File: config.mk
export PLATFORM = sky130hd
export DESIGN_NAME = bcd_updown_scan
export DESIGN_NICKNAME = d
export VERILOG_FILES = /design/src/rtl/bcd_updown_scan_pkg.sv /design/src/rtl/bcd_updown_scan_digit.sv /design/src/rtl/bcd_updown_scan.sv
export SDC_FILE = /design/constraint.sdc
export NUM_CORES = 1
export LEC_CHECK = 0
export ABC_AREA = 0
export BUFFER_PORTS_ARGS = -buffer_cell sky130_fd_sc_hd__buf_4
export CAP_MARGIN = 20
export CELL_PAD_IN_SITES_DETAIL_PLACEMENT = 1
export CELL_PAD_IN_SITES_GLOBAL_PLACEMENT = 1
export CORE_MARGIN = 2
export CORE_UTILIZATION = 35
export DETAILED_ROUTE_END_ITERATION = 8
export HOLD_SLACK_MARGIN = 0.06
export PLACE_DENSITY_LB_ADDON = 0.1
export SETUP_SLACK_MARGIN = 0.5
export SLEW_MARGIN = 20
export SYNTH_ARGS = -nofsm -noshare
export SYNTH_HDL_FRONTEND = slang
export SYNTH_SLANG_ARGS = --single-unit
export TNS_END_PERCENT = 10
File: constraint.sdc
create_clock -name clk -period 4.6 [get_ports clk]
set_input_delay 0.23 -clock clk [delete_from_list [all_inputs] [get_ports clk]]
set_output_delay 0.23 -clock clk [all_outputs]
set_load 0.05 [all_outputs]
File: src/rtl/bcd_updown_scan_pkg.sv
// Shared constants for the BCD up/down counter with scanned seven-segment display.
// The segment glyphs are active-low and ordered {a,b,c,d,e,f,g}.
package bcd_updown_scan_pkg;

  localparam int BCD_W = 4;

  localparam logic [6:0] SEG_0     = 7'b0000001;
  localparam logic [6:0] SEG_1     = 7'b1001111;
  localparam logic [6:0] SEG_2     = 7'b0010010;
  localparam logic [6:0] SEG_3     = 7'b0000110;
  localparam logic [6:0] SEG_4     = 7'b1001100;
  localparam logic [6:0] SEG_5     = 7'b0100100;
  localparam logic [6:0] SEG_6     = 7'b0100000;
  localparam logic [6:0] SEG_7     = 7'b0001111;
  localparam logic [6:0] SEG_8     = 7'b0000000;
  localparam logic [6:0] SEG_9     = 7'b0000100;
  localparam logic [6:0] SEG_BLANK = 7'b1111111;

  function automatic logic [6:0] seg_decode(input logic [BCD_W-1:0] bcd);
    logic [6:0] seg;
    case (bcd)
      4'd0:    seg = SEG_0;
      4'd1:    seg = SEG_1;
      4'd2:    seg = SEG_2;
      4'd3:    seg = SEG_3;
      4'd4:    seg = SEG_4;
      4'd5:    seg = SEG_5;
      4'd6:    seg = SEG_6;
      4'd7:    seg = SEG_7;
      4'd8:    seg = SEG_8;
      4'd9:    seg = SEG_9;
      default: seg = SEG_BLANK;
    endcase
    return seg;
  endfunction

endpackage

File: src/rtl/bcd_updown_scan_digit.sv
// One BCD digit of the up/down counter: load with clamping to 9, count on enable,
// and a carry/borrow flag telling the next digit to step.
module bcd_digit
  import bcd_updown_scan_pkg::*;
(
  input  logic             clk,
  input  logic             reset,
  input  logic             en,
  input  logic             up,
  input  logic             ld,
  input  logic [BCD_W-1:0] ld_val,
  output logic [BCD_W-1:0] q,
  output logic             carry_out
);

  logic [BCD_W-1:0] q_q;
  logic [BCD_W-1:0] q_d;

  always_comb begin
    q_d = q_q;
    if (ld) begin
      q_d = (ld_val > 4'd9) ? 4'd9 : ld_val;
    end else if (en) begin
      if (up) q_d = (q_q == 4'd9) ? 4'd0 : q_q + 4'd1;
      else    q_d = (q_q == 4'd0) ? 4'd9 : q_q - 4'd1;
    end
  end

  always_ff @(posedge clk or posedge reset) begin
    if (reset) q_q <= '0;
    else       q_q <= q_d;
  end

  assign q         = q_q;
  assign carry_out = en & (up ? (q_q == 4'd9) : (q_q == 4'd0));

endmodule

File: src/rtl/bcd_updown_scan.sv
// Multi-digit BCD up/down counter driven by a clock-enable tick, with a
// time-multiplexed, optionally leading-zero-blanked seven-segment driver.
module bcd_updown_scan
  import bcd_updown_scan_pkg::*;
#(
  parameter int DIGITS        = 4,
  parameter int TICK_DIV      = 50000000,
  parameter int SCAN_DIV      = 50000,
  parameter int BLANK_LEADING = 1
) (
  input  logic                    clk,
  input  logic                    reset,
  input  logic                    up_down,
  input  logic                    pause,
  input  logic                    load,
  input  logic [BCD_W*DIGITS-1:0] load_val,
  output logic [BCD_W*DIGITS-1:0] count_bcd,
  output logic                    tc,
  output logic                    tick,
  output logic [6:0]              seg,
  output logic [DIGITS-1:0]       an
);

  localparam int TICK_W = $clog2(TICK_DIV);
  localparam int SCAN_W = $clog2(SCAN_DIV);
  localparam int IDX_W  = (DIGITS > 1) ? $clog2(DIGITS) : 1;

  logic [TICK_W-1:0] tick_div_q, tick_div_d;
  logic [SCAN_W-1:0] scan_div_q, scan_div_d;
  logic [IDX_W-1:0]  scan_idx_q, scan_idx_d;
  logic              tc_q, tc_d;
  logic [DIGITS-1:0] an_q, an_d;
  logic [6:0]        seg_q, seg_d;

  logic [BCD_W-1:0]  digit_q [DIGITS];
  logic [DIGITS-1:0] en;
  logic [DIGITS-1:0] carry;
  logic [DIGITS-1:0] blank;
  logic              zero_run;
  logic              count_en;
  logic              scan_wrap;

  assign tick     = (tick_div_q == TICK_W'(TICK_DIV - 1));
  assign count_en = tick & ~pause & ~load;

  // Each digit steps only when every lower digit rolls over in the same tick.
  for (genvar i = 0; i < DIGITS; i++) begin : g_digit
    if (i == 0) begin : g_lsd
      assign en[i] = count_en;
    end else begin : g_upper
      assign en[i] = carry[i-1];
    end

    bcd_digit u_digit (
      .clk       (clk),
      .reset     (reset),
      .en        (en[i]),
      .up        (up_down),
      .ld        (load),
      .ld_val    (load_val[i*BCD_W +: BCD_W]),
      .q         (digit_q[i]),
      .carry_out (carry[i])
    );

    assign count_bcd[i*BCD_W +: BCD_W] = digit_q[i];
  end

  always_comb begin
    blank    = '0;
    zero_run = 1'b1;
    for (int i = DIGITS - 1; i > 0; i--) begin
      zero_run = zero_run & (digit_q[i] == 4'd0);
      blank[i] = (BLANK_LEADING != 0) & zero_run;
    end
  end

  // an and seg both come from the current index, so they always change together.
  always_comb begin
    tick_div_d = tick ? '0 : tick_div_q + TICK_W'(1);
    tc_d       = &carry;
    scan_wrap  = (scan_div_q == SCAN_W'(SCAN_DIV - 1));
    scan_div_d = scan_wrap ? '0 : scan_div_q + SCAN_W'(1);
    scan_idx_d = scan_idx_q;
    if (scan_wrap) begin
      scan_idx_d = (scan_idx_q == IDX_W'(DIGITS - 1)) ? '0 : scan_idx_q + IDX_W'(1);
    end
    an_d  = ~(DIGITS'(1) << scan_idx_q);
    seg_d = blank[scan_idx_q] ? SEG_BLANK : seg_decode(digit_q[scan_idx_q]);
  end

  always_ff @(posedge clk or posedge reset) begin
    if (reset) begin
      tick_div_q <= '0;
      scan_div_q <= '0;
      scan_idx_q <= '0;
      tc_q       <= 1'b0;
      an_q       <= ~DIGITS'(1);
      seg_q      <= SEG_0;
    end else begin
      tick_div_q <= tick_div_d;
      scan_div_q <= scan_div_d;
      scan_idx_q <= scan_idx_d;
      tc_q       <= tc_d;
      an_q       <= an_d;
      seg_q      <= seg_d;
    end
  end

  assign tc  = tc_q;
  assign an  = an_q;
  assign seg = seg_q;

endmodule

==> impl_metrics.tcl <==
set metrics [dict create \
    antenna_found_initial 0 \
    synthMostInstantiatedCell "dfrtp_1" \
    grt_max_degree 44 \
    syn_to_final_growth_pct 17.8 \
    synth_compound_area_share_pct 12.0 \
    cts.clk_slew.worst_paths_ns 0.06 \
    vias_per_cell 5.22 \
    period_share_pct 49.9 \
    fillers 1400 \
    dieWidth_um 116 \
    synth_seq_cells 72 \
    fmax_ghz 0.436 \
    finalHoldViolations 0 \
    synth_fa_ha_area_share_pct 3.42 \
    syn-num-nets 488 \
    htreeDepth 3 \
    clock_sinks 72 \
    power_density_nw_per_um2 336 \
    synthTopCellsByArea "dfrtp_1 (39%), xnor2_1 (5.6%), nor2_1 (3.8%), xor2_1 (3.6%), ha_1 (3.4%)" \
    ctsResizeCount 0 \
    finalSetupViolations 0 \
    finalCriticalPeriod_ns 2.30 \
    slew_headroom_pct 48.5 \
    critPathRequiredTime_ns 4.37 \
    portBuffers 49 \
    die_y_um 116 \
    yosys.area_share.xor_xnor_pct 9.18 \
    hp-class "in -> async" \
    drt.antenna.violating_nets 0 \
    grt_usage_pct 17.3 \
    async_flop_share_pct 100 \
    synth-simple-area-share_pct 24.9 \
    hpwl_um 7430 \
    dieArea_um2 13500 \
    synth_cell_types 66 \
    tightestPinTransition_ns 0.772 \
    synth-edff-count 0 \
    cts_tree "yes" \
    setup_tns_ns 0 \
    num_vias 3451 \
    grt_pass1_vias 3583 \
    synth_top_cell_by_area "dfrtp_1" \
    rows 40 \
    synth_top_family_by_area "simple AND/OR/NAND/NOR gates" \
    ir_drop_mv 0.154 \
    arrival_ns 2.07 \
    synth_warnings 0 \
    yosysTopAreaCellShare_pct 38.8 \
    dr.first_iter.drc_count 176 \
    dpl.cell_count 645 \
    drive_gt1_share_pct 19.5 \
    ys_top_cells_by_count "dfrtp_1 (68), nor2_1 (45), nand2_1 (33)" \
    wl_per_cell_um 16.0 \
    endpoint_kind "primary output" \
    synthFlopType "dfrtp_1" \
    rsz0062_at_grt "no" \
    instances_no_fill 661 \
    cts.path.max_buffers 2 \
    io_pins 50 \
    syn_inst 455 \
    core-area_um2 12100 \
    initial_utilization_pct 36.2 \
    routabilityCongestion 0.745 \
    crit_type "reg -> out" \
    drv_slew 0 \
    grt_overflow 0 \
    outcome "complete, no violations" \
    antenna_cells 0 \
    wl_um 10600 \
    avgSynthCellArea_um2 9.65 \
    p_leak_nw 2.21 \
    ys_seq_area_share_pct 41.2 \
    cap_violations 0 \
    clockRootBuffer "clkbuf_16" \
    fin_skew_ns 0.00913 \
    syn-cell-area_um2 4390 \
    nets 521 \
    cts_buffers 9 \
    clock_latency_ns 0.34 \
    grt_pass1_wl_um 18100 \
    firstDrtPassIters 4 \
    cts_hold_buf 0 \
    synthMuxAreaShare_pct 4.79 \
    drc 0 \
    start_kind "flip-flop" \
    postCtsSetupBuffers 0 \
    path_max_fanout 16 \
]
## cell type report
type                            instances  area [µm²]  area share [%]
Tap cell                              168         210            4.07
Timing Repair Buffer                   51         383            7.41
Clock inverter                          6        92.6            1.79
Inverter                               17        63.8            1.23
Clock buffer                           10         229            4.43
Sequential cell                        72        1810            35.0
Multi-Input combinational cell        337        2380            46.1
## routing by layer
layer / track usage (%) / up-vias / part of all wire [%]
met3: 3.66 / 6 / 2.4
met2: 28.0 / 41 / 49
met1: 23.1 / 1718 / 48
li1: - / 1686 / -
met4: 5.40 / 0 / 0.86
met5: 0 / - / 0
## state kept, by name, indices dropped and copies added, names as in the netlist
name / cells
scan_div_q: 16
g_digit.u_digit.q: 16
seg: 7
tc: 1
an: 4
tick_div_q: 26
scan_idx_q: 2
## stage by stage
| step | utilization (%) | setup WS, ns | hold slack [ns] | power, mW | cell area (µm²) |
|---|---|---|---|---|---|
| 6_report | 42.7 | 2.30 | 0.0435 | 1.74 | 5170 |
| 5_1_grt | 42.7 | 2.18 | 0.0910 | 1.82 | 5170 |
| 4_1_cts | 42.7 | 2.27 | 0.0632 | 1.77 | 5170 |
| 3_5_place_dp | 40.0 | 2.57 | 0.429 | 0.996 | 4850 |
| 3_3_place_gp | 40.0 | 2.59 | 0.422 | 0.992 | 4850 |
| 2_1_floorplan | - | 2.55 | 0.319 | 0.908 | 4390 |
## report_power, final
group / internal (mW) / switching [mW] / total [mW]
logic: 0.102 / 0.175 / 0.277
registers: 0.656 / 0.0475 / 0.703
clock network: 0.478 / 0.281 / 0.759
total: 1.24 / 0.504 / 1.74
## worst paths after layout
path | start | end | slack [ns] | cells after the start
hold reg to reg | scan_div_q[0] | scan_div_q[0] | 0.48 | 1
min in group clk | load_val[11] | g_digit[2].u_digit.q[2] | 0.10 | 2
max in group asynchronous | reset | seg[0] | 3.55 | 3
setup / recovery | tick_div_q[0] | tick | 2.30 | 6
setup reg to reg | tick_div_q[0] | g_digit[2].u_digit.q[1] | 2.57 | 6
hold / removal | reset | tick_div_q[1] | 0.04 | 2
## critical path, cell delays in order, from the launching register on
cell	delay, ns
dfrtp_1	0.38
ha_1	0.21
and4_2	0.29
nand4_4	0.21
nor2_1	0.16
buf_4	0.24
buf_4	0.23
## cells in the final DEF (no fill, tap or decap), types with 10 or more instances in the layout
cell type  Yosys  routed
and3_1        10      10
buf_4          1      51
dfrtp_1       68      68
ha_1          12      12
inv_1         16      15
mux2i_1       12      12
nand2_1       33      33
nand3_1       20      20
nor2_1        45      45
o21ai_0       27      27
o22ai_1       10      10
xnor2_1       28      28
xor2_1        18      18
## cell families after synthesis
family | count (synthesis)
xor gates and xnor gates | 46
muxes | 16
adders and majority gates | 12
and+or+nand+nor | 181
buffers and inverters | 46
DFF | 72
AOI/OAI and AO/OA | 82
No activity file was read; power rests on OpenSTA's default activity.
